**config.mk**
```make
export PLATFORM = sky130hd
export DESIGN_NAME = ex_multicycle_scheduler
export DESIGN_NICKNAME = d
export VERILOG_FILES = /design/src/rtl/ex_multicycle_scheduler.sv
export SDC_FILE = /design/constraint.sdc
export NUM_CORES = 1
export LEC_CHECK = 0
export ABC_AREA = 1
export BUFFER_PORTS_ARGS = -buffer_cell sky130_fd_sc_hd__buf_2
export CAP_MARGIN = 20
export CORE_ASPECT_RATIO = 0.75
export CORE_MARGIN = 2
export CORE_UTILIZATION = 58
export CTS_CLUSTER_DIAMETER = 120
export DETAILED_ROUTE_END_ITERATION = 10
export PLACE_DENSITY = 0.95
export SLEW_MARGIN = 20
export SYNTH_ARGS = -nofsm -noshare
export SYNTH_HDL_FRONTEND = slang
export SYNTH_SLANG_ARGS = --single-unit
```
**constraint.sdc**
```tcl
create_clock -name clk -period 3.85 [get_ports clk]
set_clock_uncertainty 0.2 [all_clocks]
set_input_delay 0 -clock clk [delete_from_list [all_inputs] [get_ports clk]]
set_output_delay 0 -clock clk [all_outputs]
set_load 0.01 [all_outputs]
```
**src/rtl/ex_multicycle_scheduler.sv**
```systemverilog
// Execute-stage scheduler for multicycle units (mul_div, atomic, fpu): starts one unit,
// holds the pipeline until it finishes, and guards the result with a watchdog.
module ex_multicycle_scheduler #(
    parameter int TIMEOUT_CYCLES = 64
) (
    input  logic       clk,
    input  logic       reset_n,
    input  logic       idex_valid,
    input  logic [2:0] idex_unit_req,
    input  logic [4:0] idex_rd,
    input  logic [4:0] ifid_rs1,
    input  logic [4:0] ifid_rs2,
    input  logic       flush,
    input  logic [2:0] unit_done,
    output logic [2:0] unit_start,
    output logic [2:0] unit_abort,
    output logic       hold_ex,
    output logic       stall_front,
    output logic       bubble_idex,
    output logic       busy,
    output logic       timeout_err
);

    typedef enum logic [1:0] {
        ST_IDLE  = 2'd0,
        ST_WAIT  = 2'd1,
        ST_DRAIN = 2'd2
    } state_t;

    localparam logic [7:0] TO_LAST = 8'(TIMEOUT_CYCLES - 1);

    state_t     state_reg, state_next;
    logic [7:0] cnt_reg, cnt_next;
    logic [2:0] unit_reg, unit_next;
    logic [4:0] rd_reg, rd_next;

    logic [2:0] req_sel;
    logic       accept_req;
    logic       done_hit;
    logic       hazard;

    logic [2:0] start_c, abort_c;
    logic       hold_c, stall_c, bubble_c, terr_c;

    // Fixed priority: mul_div over atomic over fpu.
    always_comb begin
        req_sel = 3'b000;
        if (idex_unit_req[0])      req_sel = 3'b001;
        else if (idex_unit_req[1]) req_sel = 3'b010;
        else if (idex_unit_req[2]) req_sel = 3'b100;
    end

    assign accept_req = idex_valid && (idex_unit_req != 3'b000) && !flush;
    assign done_hit   = |(unit_done & unit_reg);
    assign hazard     = (rd_reg != 5'd0) && ((rd_reg == ifid_rs1) || (rd_reg == ifid_rs2));

    always_ff @(posedge clk or negedge reset_n) begin
        if (!reset_n) begin
            state_reg <= ST_IDLE;
            cnt_reg   <= 8'd0;
            unit_reg  <= 3'b000;
            rd_reg    <= 5'd0;
        end else begin
            state_reg <= state_next;
            cnt_reg   <= cnt_next;
            unit_reg  <= unit_next;
            rd_reg    <= rd_next;
        end
    end

    always_comb begin
        state_next = state_reg;
        cnt_next   = cnt_reg;
        unit_next  = unit_reg;
        rd_next    = rd_reg;
        start_c    = 3'b000;
        abort_c    = 3'b000;
        hold_c     = 1'b0;
        stall_c    = 1'b0;
        bubble_c   = 1'b0;
        terr_c     = 1'b0;

        case (state_reg)
            ST_IDLE: begin
                if (accept_req) begin
                    start_c    = req_sel;
                    unit_next  = req_sel;
                    rd_next    = idex_rd;
                    cnt_next   = 8'd0;
                    hold_c     = 1'b1;
                    stall_c    = 1'b1;
                    state_next = ST_WAIT;
                end
            end
            ST_WAIT: begin
                // Flush outranks completion, completion outranks the watchdog.
                if (flush) begin
                    abort_c    = unit_reg;
                    state_next = ST_IDLE;
                end else if (done_hit) begin
                    stall_c    = hazard;
                    bubble_c   = hazard;
                    state_next = (rd_reg != 5'd0) ? ST_DRAIN : ST_IDLE;
                end else if (cnt_reg == TO_LAST) begin
                    abort_c    = unit_reg;
                    terr_c     = 1'b1;
                    state_next = ST_IDLE;
                end else begin
                    hold_c   = 1'b1;
                    stall_c  = 1'b1;
                    cnt_next = cnt_reg + 8'd1;
                end
            end
            ST_DRAIN: begin
                state_next = ST_IDLE;
                if (!flush) begin
                    stall_c  = hazard;
                    bubble_c = hazard;
                    // A pending hazard bubble takes precedence; the request is retried from IDLE.
                    if (accept_req && !hazard) begin
                        start_c    = req_sel;
                        unit_next  = req_sel;
                        rd_next    = idex_rd;
                        cnt_next   = 8'd0;
                        hold_c     = 1'b1;
                        stall_c    = 1'b1;
                        state_next = ST_WAIT;
                    end
                end
            end
            default: state_next = ST_IDLE;
        endcase
    end

    // Outputs are forced low for as long as reset is held, independent of inputs.
    assign unit_start  = reset_n ? start_c : 3'b000;
    assign unit_abort  = reset_n ? abort_c : 3'b000;
    assign hold_ex     = reset_n && hold_c;
    assign stall_front = reset_n && stall_c;
    assign bubble_idex = reset_n && bubble_c;
    assign timeout_err = reset_n && terr_c;
    assign busy        = reset_n && (state_reg != ST_IDLE);

endmodule
```
==> flow_results.org, run 1 <==
** Global route
- Total global routing overflow :: 0
- The first global-routing pass estimated 6.575 mm of wire.
- Entering global routing, the biggest net connects 19 pins.
- Initial antenna violation count :: 0
- Number of global-route vias before repair :: 1,461
- All-Layer GR Usage :: 0.2738

** Synth
- The synthesized netlist contains 29 unique library cells.
- Avg Synthesized Cell Area :: 6.716 sq um
- Post-Syn Instances :: 231
- Post-synthesis net count :: 262
- The synthesized design contains 18 register bits.
- Yosys printed 0 warnings.
- For this run, the register share of the synthesized area comes to 0.2903.
- Mapped Area :: 1551 sq um

** Routing
- In this run the remaining antenna-violating nets after routing total 0.
- After detailed routing, the number of remaining DRC violations is 0.
- The routed layout has 1,644 vias.
- Router iterations before antenna repair :: 4
- Routed wire length :: 3.927 mm
- Number of DRC violations after detailed-routing iteration 0 :: 94
- In the final routed layout, each cell accounts on average for 12.47 microns.
- Via density :: 5.219

** Layout
- Final-stage net count :: 311
- Non-Filler Instances :: 315
- Flip-flop count of the largest register after layout :: 8
- Once layout is complete, the utilization of the core stands at 0.7355.
- The layout has 183 filler cells.
- In the final layout, the share of cells above drive strength 1 is 0.2616.
- After routing the design area is 1899 sq um.
- Antenna Cells :: 0
- Area delta synth->final :: 22.42%

** Critical path
- Setup crit end kind :: output port
- At the worst endpoint, the arrival time is 2.03 ns.
- Critical Path Fanout Max :: 10
- The worst register-to-register path has a setup slack of 1.82 ns.
- For the worst flop-to-flop path, the logic depth is 8.
- Required time of the critical path :: 3.65 ns
- STA classifies the critical path startpoint as a flip-flop.
- End of the worst register-to-register path :: cnt_reg[2]$_DFFE_PN0P_
- Source of the critical timing path :: state_reg[1]$_DFFE_PN0P_
- In this run the critical register-to-register path is launched from state_reg[0]$_DFFE_PN0P_.
- The critical path is of the flip-flop to output port type.

** Clock tree
- Post-cts sizing count :: 0
- H-tree levels :: 1
- Clock tree synthesis selected as its root buffer the cell clkbuf_4.
- For this design, the sink count on the clock tree is 18.
- Clock tree from TritonCTS :: yes
- Max Root-Sink Buffers :: 2
- Clock latency on the worst-skew pair, taken at its later pin, is 0.32 ns.
- Clock slew at reported path FFs :: 0.12 ns
- Buffers inserted during post-CTS setup optimization :: 0
- Counting the buffers created by CTS gives 3.

** Timing
- The number of pins with negative max-slew slack in the final report was 0.
- After routing, the total negative slack on setup checks comes to 0 ns.
- At the pin with the least slew margin, the transition time is 0.8592 ns.
- Total of endpoints with negative setup slack in the final report :: 0
- Final Hold Violating Endpoints :: 0
- Final hold analysis gives a worst-case slack of 0.01862 ns.
- After layout, the worst setup slack is 1.617 ns.
- Setup repair after global routing left no endpoint under its margin.
- Of the available clock period, the critical path in the final layout requires 0.5800.
- Timing would allow up to 447.8 MHz.
- Max transition margin :: 0.4253
- Clock period minus final worst setup slack :: 2.233 ns

** Run status
- The flow ran to the end, and the final reports show no timing, DRC or antenna violations.

** Floorplan
- Pin placement for this block handled 36 I/O pins.
- Initial Util :: 0.6008
- CORE AREA :: 2582 sq um
- The initialized floorplan defines 16 standard-cell rows.
- Die extent in y :: 48.79 microns
- Die width :: 63.72 microns
- Area of the die :: 3109 sq um

** Min path
- The worst hold path begins at idex_valid.
- Hold Path Cell Cnt :: 5
- The worst hold path terminates at state_reg[1]$_DFFE_PN0P_.
- The min-delay analysis places its worst path in the category input pin to flip-flop.

** Pwr
- The analysis attributes to cell leakage a power of 1.022 nW.
- Worst voltage drop across the vdd grid :: 0.3696 mV
- PnR Total Power :: 1.094 mW
- Power per cell area :: 576.0 nW/um^2

** Placed design
- GP Congestion :: 0.8616
- Port bufs :: 35
- Timing analysis after detailed placement gives a worst setup slack of 1.880 ns.
- Total placed instance area :: 1753 sq um
- The wire-length estimate of the detail-placed layout is 2.780 mm.
- Count of placed standard cells including taps :: 300

** Job
- # Max-Cap Violations :: 0
report_power, final:
group / switching (mW) / internal, mW
registers: 0.0765 / 0.252
clock network: 0.0667 / 0.0578
logic: 0.422 / 0.219
cells in the final DEF, fill, tap and decap left out, drive strengths merged:
cell | netlist | final
dlygate4sd3 | 0 | 11
xor2 | 1 | 1
a21oi | 7 | 7
nand3 | 27 | 27
dfrtp | 18 | 18
o31ai | 1 | 1
or2 | 1 | 1
clkinv | 2 | 2
nor2 | 26 | 26
nor3 | 6 | 6
nand2 | 88 | 88
a22oi | 1 | 1
o21ai | 4 | 4
nor3b | 3 | 3
clkbuf | 1 | 4
inv | 32 | 32
xnor2 | 2 | 2
a211oi | 1 | 1
ha | 6 | 6
buf | 1 | 35
nand4 | 3 | 3
timing repair:
item	4_1_cts	5_1_grt
hold endpoints to repair	27	0
hold buffers	11	0
endpoints found under the setup margin	0	0
final cells by class:
| class | instances | area, sq um | area share |
|---|---|---|---|
| well taps | 36 | 45.04 | 0.02372 |
| repair buffers | 46 | 285.3 | 0.1502 |
| flip-flops and latches | 18 | 450.4 | 0.2372 |
| clock buffers | 4 | 36.28 | 0.01910 |
| multi-input cells | 177 | 954.7 | 0.5026 |
| inverters | 34 | 127.6 | 0.06719 |
how the worst max path moves through the flow:
stage               slack (ns)  cells past startpoint                      to
floorplan                 2.06                      8  cnt_reg[5]$_DFFE_PN0P_
global placement          1.97                      8  cnt_reg[6]$_DFFE_PN0P_
detailed placement        1.88                      8  cnt_reg[2]$_DFFE_PN0P_
CTS                       1.64                      7                 hold_ex
global route              1.48                      7                 hold_ex
finish                    1.62                      7                 hold_ex
cell usage after synthesis (all sizes together):
master	n	area share
xnor2	2	0.011
nand4	3	0.016
inv	32	0.077
buf	1	0.0097
a211oi	1	0.0048
dfrtp	18	0.29
o21ai	4	0.013
clkbuf	1	0.0024
xor2	1	0.0056
clkinv	2	0.0048
ha	6	0.048
o31ai	1	0.0048
nand2	88	0.24
nor2	26	0.076
a22oi	1	0.0048
nor3	6	0.019
nor3b	3	0.015
a21oi	7	0.023
or2	1	0.0040
nand3	27	0.13
layer usage:
layer	global-route usage	vias up	routed length, microns
li1	-	828	-
met5	0	-	0
met2	0.4018	68	1718
met4	0.1341	0	113
met1	0.3851	736	1828
met3	0.05774	12	267
worst max-delay path: stages (launching register included):
cell and delay (ns):
dfrtp_1 0.45, inv_1 0.10, ha_1 0.37, inv_1 0.18, nor2_1 0.19, a22oi_1 0.12
a21oi_1 0.16, buf_2 0.14
kinds of logic (layout without fill, tap and decap cells):
| group | count (synthesis) | after routing | synth area share |
|---|---|---|---|
| buffers and inverters | 36 | 84 | 0.09435 |
| DFF | 18 | 18 | 0.2903 |
| and+or+nand+nor | 154 | 154 | 0.5000 |
| AOI/OAI and AO/OA | 14 | 14 | 0.05000 |
| adders and majority gates | 6 | 6 | 0.04839 |
| xor gates and xnor gates | 3 | 3 | 0.01694 |
No activity file was read; power rests on OpenSTA's default activity.
==> run 2: changes to the inputs <==
- ABC_AREA: 1 -> 0
- CORE_UTILIZATION: 58 -> 52
- PLACE_DENSITY: 0.95 -> 0.9
- clock period: 3.85 -> 2.3 ns (I/O delays scaled with it)
==> run 2 against run 1 <==
The run now ends with negative hold slack, negative setup slack left. Sequential cell count unchanged. Sequential share of layout area shrank 1.3 points. Setup slack got worse by 1.7 ns. Clock power is 33% higher. Combinational power up 72%. Routed wire length is 24% higher. Cell area rose by 5.7%. Hold slack worse by 0.024 ns. Die area fell by 0.81%. Critical path depth rose by 1.
==> flow_results.org, run 2 <==
** Run status
- The run finished, with violations left.
- Failing checks :: negative hold slack, negative setup slack

** Pwr
- In this run the static leakage power is 0.8832 nW.
- Power per cell area :: 894.0 nW/um^2
- Worst voltage drop across the vdd grid :: 0.5697 mV
- PnR Total Power :: 1.795 mW

** Synth
- Area share of the largest cell type after synthesis :: 0.3267
- Yosys top cell by area :: dfrtp_1
- After synthesis, the share of flip-flops with an asynchronous set or reset is 1.000.
- Leading cell type by number of instances after synthesis :: dfrtp_1
- Yosys warns :: 0
- Post-Syn Instances :: 143
- Count of flip-flops with a built-in enable after synthesis :: 0
- Top cells by instance count after synthesis :: dfrtp_1 (18), nand3_1 (11), o21ai_0 (11)
- After synthesis, the mean cell area works out to 9.642 sq um.
- In the post-synthesis netlist, the biggest area contributors are dfrtp_1 (33%), mux2_2 (6.5%), ha_1 (5.4%).
- Among all flip-flop cells after synthesis, the most frequent one is dfrtp_1.
- Number of distinct standard cells referenced by the synthesized netlist :: 46
- Counting every net in the synthesized netlist gives 174.
- In this run, synthesis produced a sequential element count of 18.
- The synthesized netlist occupies a cell area of 1379 sq um.
- Sequential share of the synthesized area :: 0.3267

** Routing
- Total vias in the final route :: 1,494
- After the first detailed-routing iteration, the DRC count stood at 154.
- For this run, design rule violations remaining after detail routing come to 0.
- WL/cell :: 20.28 microns
- The detail route stage leaves a number of antenna-violating nets equal to 0.
- The final layout contains routed wiring with a total length of 4.887 mm.
- The pre-antenna-repair detailed-routing pass consisted of 6 iterations.
- Using the TritonRoute via totals, the vias-per-cell ratio works out to 6.199.

** Timing
- Setup repair after global routing missed its margin :: yes
- In the final timing run, aggregate negative setup slack is -0.1607 ns.
- In the finished design, the share of the clock period the worst path needs comes to 1.035.
- Max transition margin :: 0.5560
- Clock period minus final worst setup slack :: 2.381 ns
- Timing would allow up to 420.0 MHz.
- Final Hold Violating Endpoints :: 4
- Slack of the critical path :: -0.08069 ns
- Setup violations remaining at the end of the flow were counted as 5.
- The number of pins with negative max-slew slack in the final report came to 0.
- Worst slew pin tran :: 0.6649 ns
- The tightest hold path in the finished design has a slack of -0.005642 ns.

** Floorplan
- 36 I/O pins were placed.
- FP Rows :: 16
- Initial Util :: 0.5381
- The die covers 3084 sq um.
- The die is 63.46 microns wide.
- CORE AREA :: 2562 sq um
- The die is 48.60 microns tall.

** Critical path
- Crit Path Category :: flip-flop to output port
- The worst setup path is launched from a flip-flop.
- The worst register-to-register path ends at cnt_reg[3]$_DFFE_PN0P_.
- In this run the critical register-to-register path is launched from rd_reg[0]$_DFFE_PN0P_.
- Required time of the critical path :: 2.10 ns
- In this run the worst path has a maximum fanout of 5.
- Series of cell instances along the critical path :: ha_4, nand3_4, nor4_4, and2b_2, o21bai_1, and4_4, o31a_1, buf_2
- Worst Path Arrival :: 2.18 ns
- The worst register-to-register path has a depth of 10.
- The worst register-to-register path has a setup slack of 0.02 ns.
- Setup crit end kind :: output port
- Largest stage delay on the critical path :: 0.46 ns
- Among all stages on the critical path, the largest delay is contributed by dfrtp_1.

** Layout
- Final-stage net count :: 238
- Layout cells sized above 1 :: 0.4585
- Area of all placed cells without fillers :: 2008 sq um
- Flip-flop count of the largest register after layout :: 8
- Area delta synth->final :: 45.64%
- The library cells used most frequently in the layout, excluding fill and tap cells, are buf_2 (32), dfrtp_1 (18), buf_4 (12), o21ai_0 (10), dlygate4sd3_1 (10).
- Leaving out filler cells and counting taps, the final layout contains 241.
- 0 antenna diodes ended up in the layout.
- Final Util :: 0.7837
- Leaving out fill and tap cells, the most frequent cell in the layout is buf_2.

** Global route
- Number of global-route vias before repair :: 1,389
- All-Layer GR Usage :: 0.2616
- The number of antenna violations at the first check in global routing is 0.
- Global routing finished with a remaining overflow of 0.
- Largest net degree at the start of global routing :: 27
- The first global-routing pass estimated 6.375 mm of wire.

** Clock tree
- TritonCTS built the clock tree.
- The tree is rooted in a clkbuf_4.
- The clock drives 18 sinks.
- Latest clock arrival within the worst-skew pair :: 0.31 ns
- In this run the number of H-tree levels came out at 1.
- After clock tree synthesis, the clock-pin slew on the worst setup and hold paths is 0.10 ns.
- Max Root-Sink Buffers :: 2
- Clock buffers created by TritonCTS :: 3

** Job
- The tool flagged a number of max-cap violations equal to 0.

** Placed design
- Port bufs :: 35
- Count of placed standard cells including taps :: 216
- Total placed instance area :: 1619 sq um
- The wire-length estimate of the detail-placed layout is 2.497 mm.
- GP Congestion :: 0.8658
- OpenSTA, run right after detailed placement, puts the worst setup slack at 0.1187 ns.

** Min path
- The path class of the tightest hold or removal check is input pin to asynchronous set/reset pin.
==> run 2: cell count changes after synthesis, sizes merged, moves of 6 or more <==
cell / previous run / this run
and3: 0 / 6
nor2: 26 / 6
o2bb2ai: 0 / 6
o21ai: 4 / 13
nand2: 88 / 8
nand3: 27 / 11
mux2: 0 / 8
inv: 32 / 6
xnor2: 2 / 8
==> run 2: worst max-delay path by stage <==
stage                                  start                      to  slack, ns  cells past startpoint
detailed placement    cnt_reg[0]$_DFFE_PN0P_             stall_front       0.12                      8
CTS                   cnt_reg[1]$_DFFE_PN0P_             stall_front      0.003                      8
global route          cnt_reg[1]$_DFFE_PN0P_             stall_front      -0.13                      8
floorplan           state_reg[1]$_DFFE_PN0P_  cnt_reg[3]$_DFFE_PN0P_       0.20                      7
global placement      cnt_reg[0]$_DFFE_PN0P_             stall_front       0.18                      8
finish                cnt_reg[1]$_DFFE_PN0P_             stall_front      -0.08                      8
==> run 2: critical path, delay by kind of cell, from the launching register on <==
kind                       cells  cell delay [ns]
DFF                            1             0.46
adders and majority gates      1             0.19
and+or+nand+nor                4             0.77
AOI/OAI and AO/OA              2             0.30
buffers and inverters          1             0.14
==> run 2: layout make-up <==
| class | count | area (sq um) |
|---|---|---|
| fill | 158 | 554.3 |
| multi-input combinational | 117 | 1039 |
| sequential | 18 | 450.4 |
| clock buffer | 3 | 22.52 |
| inverter | 6 | 22.52 |
| tap | 36 | 45.04 |
| timing repair buffer | 61 | 429.2 |
==> run 2: logic make-up after synthesis <==
kind of cell | Yosys count | share of synthesized area
buffers and inverters | 8 | 0.02359
DFF | 18 | 0.3267
xor gates and xnor gates | 10 | 0.06353
muxes | 8 | 0.06534
adders and majority gates | 6 | 0.05445
and+or+nand+nor | 54 | 0.2196
AOI/OAI and AO/OA | 39 | 0.2468
==> run 2: layer usage <==
| metal | global-route usage | part of all wire | vias to the layer above |
|---|---|---|---|
| met4 | 0.1051 | 0.048 | 0 |
| met1 | 0.3115 | 0.38 | 713 |
| met3 | 0.06279 | 0.096 | 26 |
| met5 | 0 | 0 | - |
| li1 | - | - | 655 |
| met2 | 0.4544 | 0.48 | 100 |
==> run 2: repair_timing <==
action                     4_1_cts  5_1_grt
hold endpoints to repair        27        0
buffers inserted                 8        4
setup endpoints to repair        5       22
hold buffers                    10        0
gates resized for setup          4       30
pin swaps                        4       20
==> run 2: power by group <==
part	internal [mW]	leakage, nW	switching, mW
registers	0.404	0.235	0.130
clock network	0.0614	0.0138	0.104
logic	0.527	0.635	0.569
